**src/rtl/interrupt_arbiter.sv**
```systemverilog
// interrupt_arbiter: latches, masks and prioritises CPU interrupt sources and hands one to the fetch controller
module interrupt_arbiter #(
  parameter int NSRC = 4,
  parameter int AW = 8,
  parameter logic [AW-1:0] VEC_BASE = 8'd100,
  parameter logic [AW-1:0] VEC_STRIDE = 8'd10
) (
  input  logic            clk,
  input  logic            reset,
  input  logic [NSRC-1:0] src_irq,
  input  logic [NSRC-1:0] irq_mask,
  input  logic [NSRC-1:0] hvpi,
  input  logic [AW-1:0]   pc_in,
  input  logic            fetch_boundary,
  input  logic            irq_ack,
  input  logic            iret,
  output logic            irq_req,
  output logic [AW-1:0]   vector,
  output logic [AW-1:0]   ret_addr,
  output logic [1:0]      active_id,
  output logic            in_service,
  output logic [NSRC-1:0] pending
);
  typedef enum logic [1:0] {IDLE, ARB, REQ, SERVICE} state_t;
  state_t state, stateNext;
  logic [NSRC-1:0] srcPrev, eligible, clearMask, pendingNext;
  logic [1:0] lowId, hvpiId, winId, idNext;
  logic [AW-1:0] vecNext, retNext;
  logic reqNext, svcNext, hvpiWin;
  assign eligible = pending & ~irq_mask;
  assign clearMask = (state == REQ && irq_ack) ? NSRC'(1) << active_id : '0;
  assign pendingNext = (pending & ~clearMask) | (src_irq & ~srcPrev);
  assign hvpiWin = $onehot(hvpi) && |(hvpi & eligible);
  assign winId = hvpiWin ? hvpiId : lowId;
  // lowest eligible index and the index selected by the hvpi bit
  always_comb begin
    lowId = '0;
    hvpiId = '0;
    for (int i = NSRC - 1; i >= 0; i--) begin
      if (eligible[i]) lowId = 2'(i);
      if (hvpi[i]) hvpiId = 2'(i);
    end
  end
  // next state and next values of the registered outputs
  always_comb begin
    stateNext = state;
    reqNext = irq_req;
    vecNext = vector;
    retNext = ret_addr;
    idNext = active_id;
    svcNext = in_service;
    case (state)
      IDLE: if (fetch_boundary && |eligible) begin
        retNext = pc_in;
        stateNext = ARB;
      end
      ARB: if (|eligible) begin
        idNext = winId;
        vecNext = VEC_BASE + AW'(winId) * VEC_STRIDE;
        reqNext = 1'b1;
        stateNext = REQ;
      end else stateNext = IDLE;
      REQ: if (irq_ack) begin
        reqNext = 1'b0;
        svcNext = 1'b1;
        stateNext = SERVICE;
      end
      SERVICE: if (iret) begin
        svcNext = 1'b0;
        stateNext = IDLE;
      end
      default: stateNext = IDLE;
    endcase
  end
  // state, edge history and output registers
  always_ff @(posedge clk) begin
    if (reset) begin
      state <= IDLE;
      srcPrev <= '0;
      pending <= '0;
      irq_req <= 1'b0;
      vector <= '0;
      ret_addr <= '0;
      active_id <= '0;
      in_service <= 1'b0;
    end else begin
      state <= stateNext;
      srcPrev <= src_irq;
      pending <= pendingNext;
      irq_req <= reqNext;
      vector <= vecNext;
      ret_addr <= retNext;
      active_id <= idNext;
      in_service <= svcNext;
    end
  end
endmodule

```
**config.mk**
```make
export PLATFORM = sky130hd
export DESIGN_NAME = interrupt_arbiter
export DESIGN_NICKNAME = d
export VERILOG_FILES = /design/src/rtl/interrupt_arbiter.sv
export SDC_FILE = /design/constraint.sdc
export NUM_CORES = 1
export LEC_CHECK = 0
export BUFFER_PORTS_ARGS = -buffer_cell sky130_fd_sc_hd__buf_2
export CORE_MARGIN = 5
export CORE_UTILIZATION = 49
export CTS_CLUSTER_SIZE = 30
export DETAILED_ROUTE_END_ITERATION = 10
export PLACE_DENSITY = 0.87
export SLEW_MARGIN = 20
export SYNTH_ARGS = -nofsm -noshare
export SYNTH_HDL_FRONTEND = slang
export SYNTH_SLANG_ARGS = --single-unit
```
**constraint.sdc**
```tcl
create_clock -name clk -period 4.07 [get_ports clk]
set_input_delay 1.221 -clock clk [delete_from_list [all_inputs] [get_ports clk]]
set_output_delay 1.221 -clock clk [all_outputs]
set_load 0.02 [all_outputs]
```
# --- Yosys cells after proc, flatten, opt, wreduce, memory -nomap -nowiden ---
# Cells that the tools add are included.
op_classes:
  add_sub_neg: 4
  bitwise_logic: 8
  shift: 1
  multipliers: 1
  muxes: 21
  eq_ne: 8
  reduce_logical: 13
  order_cmp: 0
  div_mod_pow: 0
ops:
  columns: ["operator", "n"]
  rows:
  - ["2-bit 2-to-1 mux", 13]
  - ["4-bit AND", 4]
  - ["4-bit NOT", 3]
  - ["3-bit AND reduction", 3]
  - ["7-bit by 6-bit adder with 8-bit output, first input constant", 1]
  - ["2-bit inequality test, second input constant", 4]
  - ["2-bit case mux with 4 select lines", 1]
  - ["4-bit OR reduction", 2]
  - ["2-bit by 3-bit multiplier with 5-bit output, second input constant", 1]
  - ["1-bit by 1-bit adder with 2-bit output", 2]
  - ["2-bit equality test, second input constant", 2]
  - ["1-bit 2-to-1 mux", 4]
  - ["4-bit 2-to-1 mux", 1]
  - ["4-bit bitwise OR", 1]
  - ["1-bit case mux with 2 select lines", 2]
  - ["2-bit AND reduction", 2]
  - ["2-bit nonzero test", 2]
  - ["1-bit by 2-bit left shift with 4-bit output, first input constant", 1]
  - ["2-bit by 2-bit adder with 3-bit output", 1]
  - ["3-bit by 1-bit equality test with 1-bit output, second input constant", 1]
  - ["1-bit logical AND", 3]
  - ["2-bit by 1-bit equality test with 1-bit output, second input constant", 1]
  - ["2-bit zero test", 1]
totals:
  regBits: 30
  ram_bits: 0
  out_inout_bits: 24
  romBits: 0
  word_cells: 64
  latchBits: 0
  n_memories: 0

# --- Logic depth before layout (Yosys ltp) ---
logic_depth:
  depth_word: 9
  ltp_mapped: 12
  depth_no_buf: 12

# --- Worst setup path before layout ---
# OpenSTA, ideal clock, no wires.
synth_timing:
  path_kind: "input to register"
  startpoint: "in hvpi[0]"
  endpoint: "reg vector[3]"
  path_buffers: 0
  stages: 11
  setup_slack_ps: 268
  setup_time_ps: 128
  t_arrival_ps: 3675
  path_cell_list: "inv_1 -> fa_1 -> inv_1 -> ha_1 -> ha_1 -> or3b_4 -> a41oi_4 -> mux2_4 -> ha_1 -> mux2i_1 -> nor2_1"
synth_via:
  elab_chain_cells: 7
  word_cells_on_any_way: 10
synth_rtl:
  columns: ["element", "line_no", "text"]
  rows:
  - ["from (decl)", "12", "input logic [NSRC-1:0] hvpi,"]
  - ["1-bit by 1-bit adder with 2-bit output (implied by the code)", "33", "assign hvpiWin = $onehot(hvpi) && |(hvpi & eligible);"]
  - ["2-bit by 2-bit adder with 3-bit output (implied by the code)", "33", null]
  - ["3-bit by 1-bit equality test with 1-bit output", "33", null]
  - ["1-bit logical AND", "33", null]
  - ["2-bit 2-to-1 mux (*)", "34", "assign winId = hvpiWin ? hvpiId : lowId;"]
  - ["2-bit by 3-bit multiplier with 5-bit output (*)", "59", "vecNext = VEC_BASE + AW'(winId) * VEC_STRIDE;"]
  - ["7-bit by 6-bit adder with 8-bit output (*)", "59", null]
  - ["to (signal assigned)", "91", "vector <= vecNext;"]
  - ["to (decl)", "18", "output logic [AW-1:0] vector,"]
# Every way passes the cells marked *; elsewhere a longest branch is shown, timed or not.
# A chain may end at the register's enable or synchronous reset.

# --- Worst setup path in the final report ---
# Same ends and word-level chain as after synthesis.

==> impl_results.md <==
- Detail Placement HPWL: 2434 um
- # port buffers: 47
- Worst r2r src: pending[3]
- Leakage power: 0.7257 nW
- Layout Skew: 0.004010 ns
- TNS Setup: 0 ns
- Cell row count: 19
- Inserted Clock Buffers: 3
- Post-synthesis cell count: 153
- #FFs+latches synth: 27
- Yosys cell types: 44
- Top-area cell type share of the netlist area: 38.71%
- Clock period minus worst slack: 3.654 ns
- Total number of vias: 1239
- Syn Nets: 183
- Area grow syn2layout: 19.09%
- Root Driver: clkbuf_4
- Slew @ Worst Pin: 0.5524 ns
- Fmax: 273.7 MHz
- Nets@finish: 228
- Routed wire length: 3094 um
- CTS tree: done
- WL/cell: 13.57 um
- Yosys warns: 0
- Most common cell in the netlist: dfxtp_1
- Reg clk slew, reported paths: 0.14 ns
- Starting Density: 51.08%
- Total Routing Usage GR: 15.28%
- Synth Flop Type: dfxtp_1
- N_diodes: 0
- Share of cells above drive strength 1: 31.47%
- DR iter-0 viols: 72
- Final setup vio count: 0
- Wire length of the first global-routing pass: 5112 um
- Vias in the first global route: 1204
- Vias/cell: 5.434
- Post-synth ARST share: 0%
- Fin cells: 228
- Slew headroom: 63.05%
- Die W: 63.38 um
- Gr ovfl total: 0
- Largest cells by area after synthesis: dfxtp_1 (39%), a21oi_1 (6.8%), ha_1 (3.6%)
- Clock sinks: 27
- Drt drc: 0
- Worst-path fanout max: 4
- PostCTS Resize Cnt: 0
- Worst R2R Setup Slack: 2.27 ns
- CP Launch Type: primary input
- Clk Latency, worst-skew pair: 0.31 ns
- Hold Fails Final Rpt: 0
- RSZ-0062 raised after global routing: false
- H-Tree Depth: 1
- Largest net degree at the start of global routing: 30
- Seq/Total Area, Yosys: 38.71%
- Number of synthesized flops with an enable pin: 0
- Worst hold start: ret_addr[1]
- Antenna violations before repair: 0
- Core ar.: 2734 um^2
- Worst endpoint required time: 4.27 ns
- CP Capture Type: flip-flop
- DR pass1 iterations: 5
- Synth area leader: dfxtp_1
- ANT nets after route: 0
- Post-CTS Setup Inserts: 0
- Filler cells: 253
- CP Class: primary input to flip-flop
- Die area: 4017 um^2
- Layout Utilization: 60.82%
- PwrDens: 337.0 nW/um^2
- CP startpoint: hvpi[0]
- Total power draw: 0.5603 mW
- IR Drop Worst-Case VDD: 0.2351 mV
- Max-slew violation count: 0
- Final Wtd Congestion: 0.7860
- CP Data Arrival Time: 3.86 ns
- Multi-input gate area: 784.5 um^2
- Netlist area before placement: 1396 um^2
- FF/Latch Area: 540.5 um^2
- Die Y: 63.38 um
- Worst hold margin: 0.4908 ns
- Hold crit path type: flip-flop to flip-flop
- Fin crit share: 89.78%
- Max cap viols: 0
- Hold_buf cts: 0
- Mean Syn Cell Area: 9.126 um^2
- IO Count: 49
- Placed cells: 224
- Commonest cells in the synthesized netlist: dfxtp_1 (27), a21oi_1 (19), nor2_1 (10)
- Max Root-Sink Buffers: 2
- Outcome: complete, no violations
[state kept, by name, summed over array words and instances (netlist names), named ones only]
register and cells:
ret_addr 8, vector 5, state 1, srcPrev 4
active_id 2, pending 4, in_service 1, irq_req 1
[kinds of logic after synthesis]
kind of cell	Yosys count	share of synthesized area, %
buffers and inverters	16	5.108
flip-flops	27	38.71
adder cells (fa/ha/maj)	5	5.018
other	1	0.2686
multiplexers	3	2.509
AO/OA/AOI/OAI	45	24.37
AND/OR/NAND/NOR	56	24.02
[worst max-delay path, stage by stage]
cell and delay, ns:
buf_2 0.11, inv_1 0.07, fa_1 0.54, inv_1 0.05, ha_1 0.18, ha_1 0.27, or3b_4 0.40, a41oi_4 0.21
mux2_4 0.34, ha_1 0.29, mux2i_1 0.13, nor2_1 0.06
[placed cells by master (no fill, tap or decap), types with 2 or more instances in the layout]
cell type	Yosys	routed
buf_2	0	47
dfxtp_1	27	27
a21oi_1	19	19
nor2_1	10	10
nand3_1	9	9
nand2b_1	8	8
inv_1	8	8
o21ai_1	8	8
nor2b_1	7	7
nand2_1	5	5
nand3b_1	4	4
ha_1	4	4
o21ai_0	3	3
clkbuf_4	0	3
a311oi_1	2	2
o41ai_1	2	2
mux2i_1	2	2
[power breakdown]
group	total (mW)	internal, mW	switching (mW)	leakage [nW]
clock network	0.114	0.0383	0.0756	0.0150
logic	0.144	0.0609	0.0833	0.489
registers	0.302	0.284	0.0184	0.221
[per-layer routing]
layer  share of wire, %  vias to the layer above  track usage [%]
met2                 47                       47            25.63
met5                  0                        -                0
li1                   -                      630                -
met3                9.3                        2            4.796
met1                 43                      560            18.58
met4               0.29                        0            4.416
[path summary, 6_finish.rpt]
kind | endpoint | cells after the start
setup reg to reg | vector[3] | 6
hold / removal | ret_addr[1] | 2
hold reg to reg | ret_addr[1] | 2
setup / recovery | vector[3] | 12
[per-stage QoR]
step,setup WS (ns),area [um^2]
detailed placement,0.07952,1637
floorplan,0.2676,1396
global placement,0.1257,1637
global route,0.2878,1663
finish,0.4158,1663
CTS,0.4249,1663
[final cells by class]
class	instances	area share [%]
Clock buffer	4	1.580
Inverter	8	1.806
Multi-Input combinational cell	110	47.18
Sequential cell	27	32.51
Tap cell	31	2.333
Timing Repair Buffer	48	14.60
Note: power is estimated with default switching activity, not from simulation.
